File: config.mk
export PLATFORM = sky130hd
export DESIGN_NAME = register_write_arbiter
export DESIGN_NICKNAME = d
export VERILOG_FILES = /design/src/rtl/register_write_arbiter.sv
export SDC_FILE = /design/constraint.sdc
export NUM_CORES = 1
export LEC_CHECK = 0
export CAP_MARGIN = 20
export CORE_MARGIN = 2
export CORE_UTILIZATION = 36
export CTS_CLUSTER_SIZE = 25
export DETAILED_ROUTE_END_ITERATION = 8
export HOLD_SLACK_MARGIN = 0.06
export PLACE_DENSITY = 0.76
export SLEW_MARGIN = 20
export SYNTH_ARGS = -nofsm -noshare
export SYNTH_HDL_FRONTEND = slang
export SYNTH_SLANG_ARGS = --single-unit
File: constraint.sdc
create_clock -name clock -period 1.73 [get_ports clock]
set_input_delay 0.346 -clock clock [delete_from_list [all_inputs] [get_ports clock]]
set_output_delay 0.346 -clock clock [all_outputs]
set_load 0.01 [all_outputs]
File: src/rtl/register_write_arbiter.sv
// register_write_arbiter: round-robin arbiter sequencing clears and verified writes to one shared register (optional ARB_LOCK_EN adds requester lock)
module register_write_arbiter #(
  parameter int WIDTH   = 11,
  parameter int NUM_REQ = 4,
  parameter int IDX_W   = $clog2(NUM_REQ)
) (
  input  logic                     clock,
  input  logic                     arb_reset,
  input  logic [NUM_REQ-1:0]       req_valid,
  input  logic [NUM_REQ*WIDTH-1:0] req_data,
`ifdef ARB_LOCK_EN
  input  logic [NUM_REQ-1:0]       req_lock,
`endif
  output logic [NUM_REQ-1:0]       req_ack,
  input  logic                     clr_req,
  output logic                     clr_ack,
  output logic [WIDTH-1:0]         reg_in,
  output logic                     reg_wr,
  output logic                     reg_reset,
  input  logic [WIDTH-1:0]         reg_out,
  output logic                     busy,
  output logic [IDX_W-1:0]         last_grant,
  output logic                     wr_err
);
  typedef enum logic [1:0] {IDLE, WRITE, ACK, CLEAR} state_t;
  state_t state_q, state_d;
  logic [IDX_W-1:0] ptr_q, ptr_d, win_q, win_d, lg_q, lg_d, pick, idx;
  logic [WIDTH-1:0] reg_in_q, reg_in_d;
  logic [NUM_REQ-1:0] req_ack_q, req_ack_d;
  logic reg_wr_q, reg_wr_d, reg_reset_q, reg_reset_d, clr_ack_q, clr_ack_d;
  logic busy_q, busy_d, wr_err_q, wr_err_d, found, relock;
  logic [WIDTH-1:0] data_a [NUM_REQ];
  for (genvar g = 0; g < NUM_REQ; g++) begin : g_data
    assign data_a[g] = req_data[g*WIDTH +: WIDTH];
  end
`ifdef ARB_LOCK_EN
  logic lock_q, lock_d;
  assign relock = lock_q && req_valid[win_q] && req_lock[win_q];
  // Lock is captured at ACK and released when the holder reaches IDLE without a locked request.
  always_comb begin
    lock_d = lock_q;
    if (state_q == ACK) lock_d = req_lock[win_q];
    else if (state_q == IDLE && !clr_req) lock_d = relock;
  end
  // Lock flag storage.
  always_ff @(posedge clock or negedge arb_reset)
    if (!arb_reset) lock_q <= 1'b0;
    else lock_q <= lock_d;
`else
  assign relock = 1'b0;
`endif
  // First valid requester strictly after the pointer, wrapping around.
  always_comb begin
    found = 1'b0;
    pick  = ptr_q;
    idx   = ptr_q;
    for (int i = 1; i <= NUM_REQ; i++) begin
      idx = IDX_W'((int'(ptr_q) + i) % NUM_REQ);
      if (!found && req_valid[idx]) begin
        found = 1'b1;
        pick  = idx;
      end
    end
  end
  // Next-state and next-output logic; every output is a registered function of the next state.
  always_comb begin
    state_d     = state_q;
    ptr_d       = ptr_q;
    win_d       = win_q;
    lg_d        = lg_q;
    reg_in_d    = reg_in_q;
    wr_err_d    = wr_err_q;
    reg_wr_d    = 1'b0;
    reg_reset_d = 1'b0;
    clr_ack_d   = 1'b0;
    req_ack_d   = '0;
    case (state_q)
      IDLE: begin
        if (clr_req) begin
          state_d     = CLEAR;
          reg_reset_d = 1'b1;
          clr_ack_d   = 1'b1;
        end else if (relock || found) begin
          state_d  = WRITE;
          win_d    = relock ? win_q : pick;
          reg_in_d = data_a[win_d];
          reg_wr_d = 1'b1;
        end
      end
      WRITE: begin
        state_d   = ACK;
        req_ack_d = NUM_REQ'(1) << win_q;
      end
      ACK: begin
        state_d  = IDLE;
        ptr_d    = win_q;
        lg_d     = win_q;
        wr_err_d = wr_err_q | (reg_out != reg_in_q);
      end
      default: state_d = IDLE;
    endcase
    busy_d = state_d != IDLE;
  end
  // State and output registers; reset drops the register strobes immediately.
  always_ff @(posedge clock or negedge arb_reset)
    if (!arb_reset) begin
      state_q     <= IDLE;
      ptr_q       <= IDX_W'(NUM_REQ - 1);
      win_q       <= '0;
      lg_q        <= '0;
      reg_in_q    <= '0;
      req_ack_q   <= '0;
      reg_wr_q    <= 1'b0;
      reg_reset_q <= 1'b0;
      clr_ack_q   <= 1'b0;
      busy_q      <= 1'b0;
      wr_err_q    <= 1'b0;
    end else begin
      state_q     <= state_d;
      ptr_q       <= ptr_d;
      win_q       <= win_d;
      lg_q        <= lg_d;
      reg_in_q    <= reg_in_d;
      req_ack_q   <= req_ack_d;
      reg_wr_q    <= reg_wr_d;
      reg_reset_q <= reg_reset_d;
      clr_ack_q   <= clr_ack_d;
      busy_q      <= busy_d;
      wr_err_q    <= wr_err_d;
    end
  assign req_ack    = req_ack_q;
  assign clr_ack    = clr_ack_q;
  assign reg_in     = reg_in_q;
  assign reg_wr     = reg_wr_q;
  assign reg_reset  = reg_reset_q;
  assign busy       = busy_q;
  assign last_grant = lg_q;
  assign wr_err     = wr_err_q;
endmodule
# ---- Word level (Yosys, flattened, before mapping)
# Cells that the tools add are included.
dict set report word_totals {
  output_inout_bits 22
  ff_bits 27
  elab_cells 63
}
dict set report classes {
  n_reduce_logical 9
  shift 1
  n_addsub 4
  n_lt_le_gt_ge 5
  bitwise 3
  n_mux 28
  eq_ne 3
}
# operator n
set op_table {}
lappend op_table {{$bmux 11 s2} 1}
lappend op_table {{$mux 11} 2}
lappend op_table {{$mux 1} 13}
lappend op_table {{$lt 2x3->1 const B} 4}
lappend op_table {{$mux 2} 6}
lappend op_table {{$ne 11x11->1} 1}
lappend op_table {{$bmux 1 s2} 4}
lappend op_table {{$add 2x1->2 const B} 2}
lappend op_table {{$add 2x2->2 const B} 2}
lappend op_table {{$mux 4} 1}
lappend op_table {{$pmux 2 s2} 1}
lappend op_table {{$shl 1x2->4 const A} 1}
lappend op_table {{$ge 3x3->1 const B} 1}
lappend op_table {{$logic_and 1x1->1} 3}
lappend op_table {{$logic_not 1->1} 3}
lappend op_table {{$not 2->3} 1}
lappend op_table {{$reduce_and 3->1} 1}
lappend op_table {{$eq 2x1->1 const B} 1}
lappend op_table {{$eq 2x2->1 const B} 1}
lappend op_table {{$logic_not 2->1} 1}
lappend op_table {{$reduce_bool 2->1} 1}
lappend op_table {{$not 1->1} 1}
lappend op_table {{$or 1x1->1} 1}

# ---- Longest topological paths before layout
dict set report depth {
  word_depth 17
  mapped_depth 9
  mapped_depth_nobuf 7
}

# ---- Least setup slack after synthesis
# OpenSTA, ideal clock, no wires.
dict set report synth_timing {
  path_type {flip-flop to flip-flop}
  start {register ptr_q[0]}
  end {register reg_in_q[0], in the netlist reg_in[0]}
  path_stages_with_launch 7
  setup_slack_ns -0.107
  period_less_slack_ns 1.837
  arrival_ns 1.702
  path_cell_list {dfstp_2 nor2b_1 or3b_4 and2_1 buf_6 a2111oi_2 a211oi_1}
}
dict set report synth_via {
  elab_chain_len 17
}
# item line
set synth_lines {}
lappend synth_lines {{start: declaration} 27} ;# logic [IDX_W-1:0] ptr_q, ptr_d, win_q, win_d, lg_q, lg_d, pick, idx;
lappend synth_lines {{start signal: assignment} 108} ;# ptr_q <= IDX_W'(NUM_REQ - 1);
lappend synth_lines {{start signal: assignment} 120} ;# ptr_q <= ptr_d;
lappend synth_lines {{$add 2x1->2} 58} ;# idx = IDX_W'((int'(ptr_q) + i) % NUM_REQ);
lappend synth_lines {{$bmux 1 s2} 59} ;# if (!found && req_valid[idx]) begin
lappend synth_lines {{$mux 1 (not written as such)} 59}
lappend synth_lines {{$mux 1} 59}
lappend synth_lines {{$logic_not 1->1} 59}
lappend synth_lines {{$logic_and 1x1->1} 59}
lappend synth_lines {{$mux 1} 59}
lappend synth_lines {{$logic_not 1->1} 59}
lappend synth_lines {{$logic_and 1x1->1} 59}
lappend synth_lines {{$mux 1} 59}
lappend synth_lines {{$logic_not 1->1} 59}
lappend synth_lines {{$logic_and 1x1->1} 59}
lappend synth_lines {{$mux 2} 59}
lappend synth_lines {{$not 2->3 (not written as such)} 86} ;# reg_in_d = data_a[win_d];
lappend synth_lines {{$bmux 11 s2} 86}
lappend synth_lines {{$mux 11 (not written as such) (2 in a row)} 86}
lappend synth_lines {{end signal: assignment} 123} ;# reg_in_q <= reg_in_d;
lappend synth_lines {{end: declaration} 28} ;# logic [WIDTH-1:0] reg_in_q, reg_in_d;
# Parallel ways exist; a longest one is shown, timed or not. The select of a mux whose other input is x is not followed.
# A chain may end at the register's enable or synchronous reset.

# ---- Worst setup path in the final report
dict set report layout_timing {
  start {register ptr_q[0]}
  end {register reg_in_q[9], in the netlist reg_in[9]}
}
# The elaborated chain is that of the path after synthesis.

==> reports/results.ini <==
[sta]
holdWs_ns = 0.4422
finalHoldViolations = 0
fmax_mhz = 535.3
skew_ns = 0.004053
setup_tns_ns = -1.121
worst_slack_ns = -0.1381
fin_crit_sh = 1.080
worstMarginPinSlew_ns = 0.3975
rsz0062_at_grt = true
final-setup-viol-count = 11
slew_headroom = 0.7325
period_needed_ns = 1.868
drv_slew = 0

[final_layout]
area_growth_syn_to_layout_pct = 78.75
antennaDiodeCount = 0
drive_gt1_frac = 0.2857
fin_nets = 322
utilization = 0.6819
fillers = 329
layout_common_cells = 79 x clkdlybuf4s50_1, 25 x dfrtp_1, 17 x buf_4
layout.cells.most_common = clkdlybuf4s50_1
multi_input_area_um2 = 1146
seqCellArea_um2 = 678.2

[outcome]
violations = negative setup slack
status = finished with violations

[critical_path]
arrival_ns = 2.03
worstSetupStartpointType = flop
worstSetupPathType = reg -> reg
critPathMaxFanout = 10
crit_required_ns = 1.89
rrSetupSlack_ns = -0.14
cp-end-kind = flop

[floorplan]
ios = 84
rows = 24
die_w_um = 72.63
chipHeight_um = 72.63
core_area_um2 = 4444
start_util = 0.3815
die_area_um2 = 5274

[placed_design]
numPortBuffers = 83
dp_hpwl_um = 3748
routabilityCongestion = 0.8578

[detailed_routing]
vias = 1674
ant_nets = 0
post_drt_via_cell_ratio = 5.383
drc = 0
drtIter0Drc = 89
wl_per_cell_um = 18.14
firstDrtPassIters = 4
wirelength_um = 5643

[worst_hold_path]
hold_class = in -> async

[power]
p_sw_mw = 1.727
power.leakage_nw = 1.178
swShare = 0.4007
seqPwrFrac = 0.274
power_frac_clock = 0.087
power_mw = 4.310
p_int_mw = 2.583
irDropWorstVdd_uv = 623.9
combPwrFrac = 0.640
power-per-cell-area_nw_per_um2 = 1422

[grt]
grt_first_pass_wirelength_um = 8404
gr-total-overflow = 0
antenna_found_initial = 0
track_usage = 0.2093
grt_max_degree = 28
grt_pass1_vias = 1594

[logic_synthesis]
synth_ff_type = dfrtp_1
netlist_area_um2 = 1695
syn_nets = 213
syn-mean-instance-area_um2 = 11.23
yosys_warnings = 0
synth_edf_count = 0
ys_types = 39
ys_ff_latch = 27
synth_cells = 151
seq_area_frac_synth = 0.4000
synthArstFlopShare = 1.000

[cts]
clk_latency_ns = 0.28
cts_buffers = 3
cts_tree = done
htree_levels = 1
clkTransAtPathRegs_ns = 0.10
clock_path_buffers = 2
cts_root_buf = clkbuf_8
cts_sinks = 27

[flow_run]
maxCapViolCount = 0

## synth_stat cells, drive strengths merged (2+ instances only)
master	number	area share
dfrtp	25	0.37
a2111oi	9	0.080
a21oi	2	0.0059
a211oi	9	0.040
nor2b	4	0.015
buf	10	0.052
a21o	4	0.018
and2	3	0.011
xor2	11	0.057
nand2	16	0.035
nor4	3	0.011
or2	2	0.0074
dfstp	2	0.031
nand4	2	0.0074
nor3b	2	0.0089
o31ai	2	0.0089
mux2i	10	0.059
nor2	7	0.016
nand2b	3	0.011
o32ai	9	0.082
nand3	3	0.016
o21ai	2	0.0059
## cell type report
type	count	area share
tap	52	0.02147
inverter	1	0.002890
timing repair buffer	110	0.3576
clock inverter	1	0.002477
sequential	27	0.2238
multi-input combinational	117	0.3782
clock buffer	3	0.01363
## kinds of logic (layout without fill, tap and decap cells)
logic type      after synthesis  in the layout  share of synthesized area
flops                        27             27                     0.4000
xor+xnor                     11             11                    0.05683
compound gates               41             41                     0.2598
buf+inv                      11            115                    0.05756
mux                          11             11                    0.06568
simple gates                 50             54                     0.1602
## per-stage QoR
stage | worst slack, ns | instance area, um2 | cells
floorplan | -0.04163 | 1702 | 151
global placement | -0.5277 | 2698 | 300
detailed placement | -0.5836 | 2698 | 300
CTS | -0.1076 | 2947 | 311
global route | -0.1976 | 3030 | 311
finish | -0.1381 | 3030 | 311
## sequential cells by signal, indices dropped and copies added, names as in the netlist
| name | flops |
|---|---|
| reg_in | 11 |
| req_ack | 4 |
| last_grant | 2 |
| ptr_q | 2 |
| state_q | 2 |
| win_q | 2 |
| busy | 1 |
| clr_ack | 1 |
| reg_wr | 1 |
| wr_err | 1 |
## worst paths after layout
check,startpoint,cells past startpoint,endpoint
worst max-delay path,ptr_q[0]$_DFFE_PN1N_,7,reg_in[9]$_DFFE_PN0P_
min in group clock,wr_err$_DFFE_PN0N_,1,wr_err$_DFFE_PN0N_
max in group asynchronous,arb_reset,2,ptr_q[0]$_DFFE_PN1N_
worst min-delay path,arb_reset,2,reg_in[10]$_DFFE_PN0P_
worst min register to register,wr_err$_DFFE_PN0N_,1,wr_err$_DFFE_PN0N_
worst max register to register,ptr_q[0]$_DFFE_PN1N_,7,reg_in[9]$_DFFE_PN0P_
## per-layer routing
| layer | GRT usage | vias up | share of wire | wire (um) |
|---|---|---|---|---|
| met3 | 0.02624 | 2 | 0.067 | 376 |
| met1 | 0.2856 | 812 | 0.42 | 2369 |
| met5 | 0 | - | 0 | 0 |
| met4 | 0.05556 | 0 | 0.0060 | 34 |
| met2 | 0.3515 | 64 | 0.51 | 2864 |
| li1 | - | 796 | - | - |
## worst max-delay path: stages (launching register included)
cell and delay (ns):
dfstp_2 0.61, nand2b_4 0.16, a21o_1 0.19, nand3_4 0.14, buf_12 0.19, buf_6 0.12
mux2i_1 0.20, o211ai_1 0.14
## repair_timing
item,CTS,global route
endpoints found under the hold margin,0,0
pin swaps,13,7
cloned,4,0
gates resized for setup,31,12
buffers inserted,3,0
setup endpoints to repair,12,12
hold buffers,0,0
## power by group through the flow
stage,Combinational [mW],Sequential (mW),Clock [mW]
finish,2.76,1.18,0.373
global route,2.94,1.22,0.412
CTS,2.59,1.17,0.382
detailed placement,2.22,1.17,0
global placement,2.19,1.17,0
floorplan,1.15,1.23,0
Power figures use the tool's default switching activity.
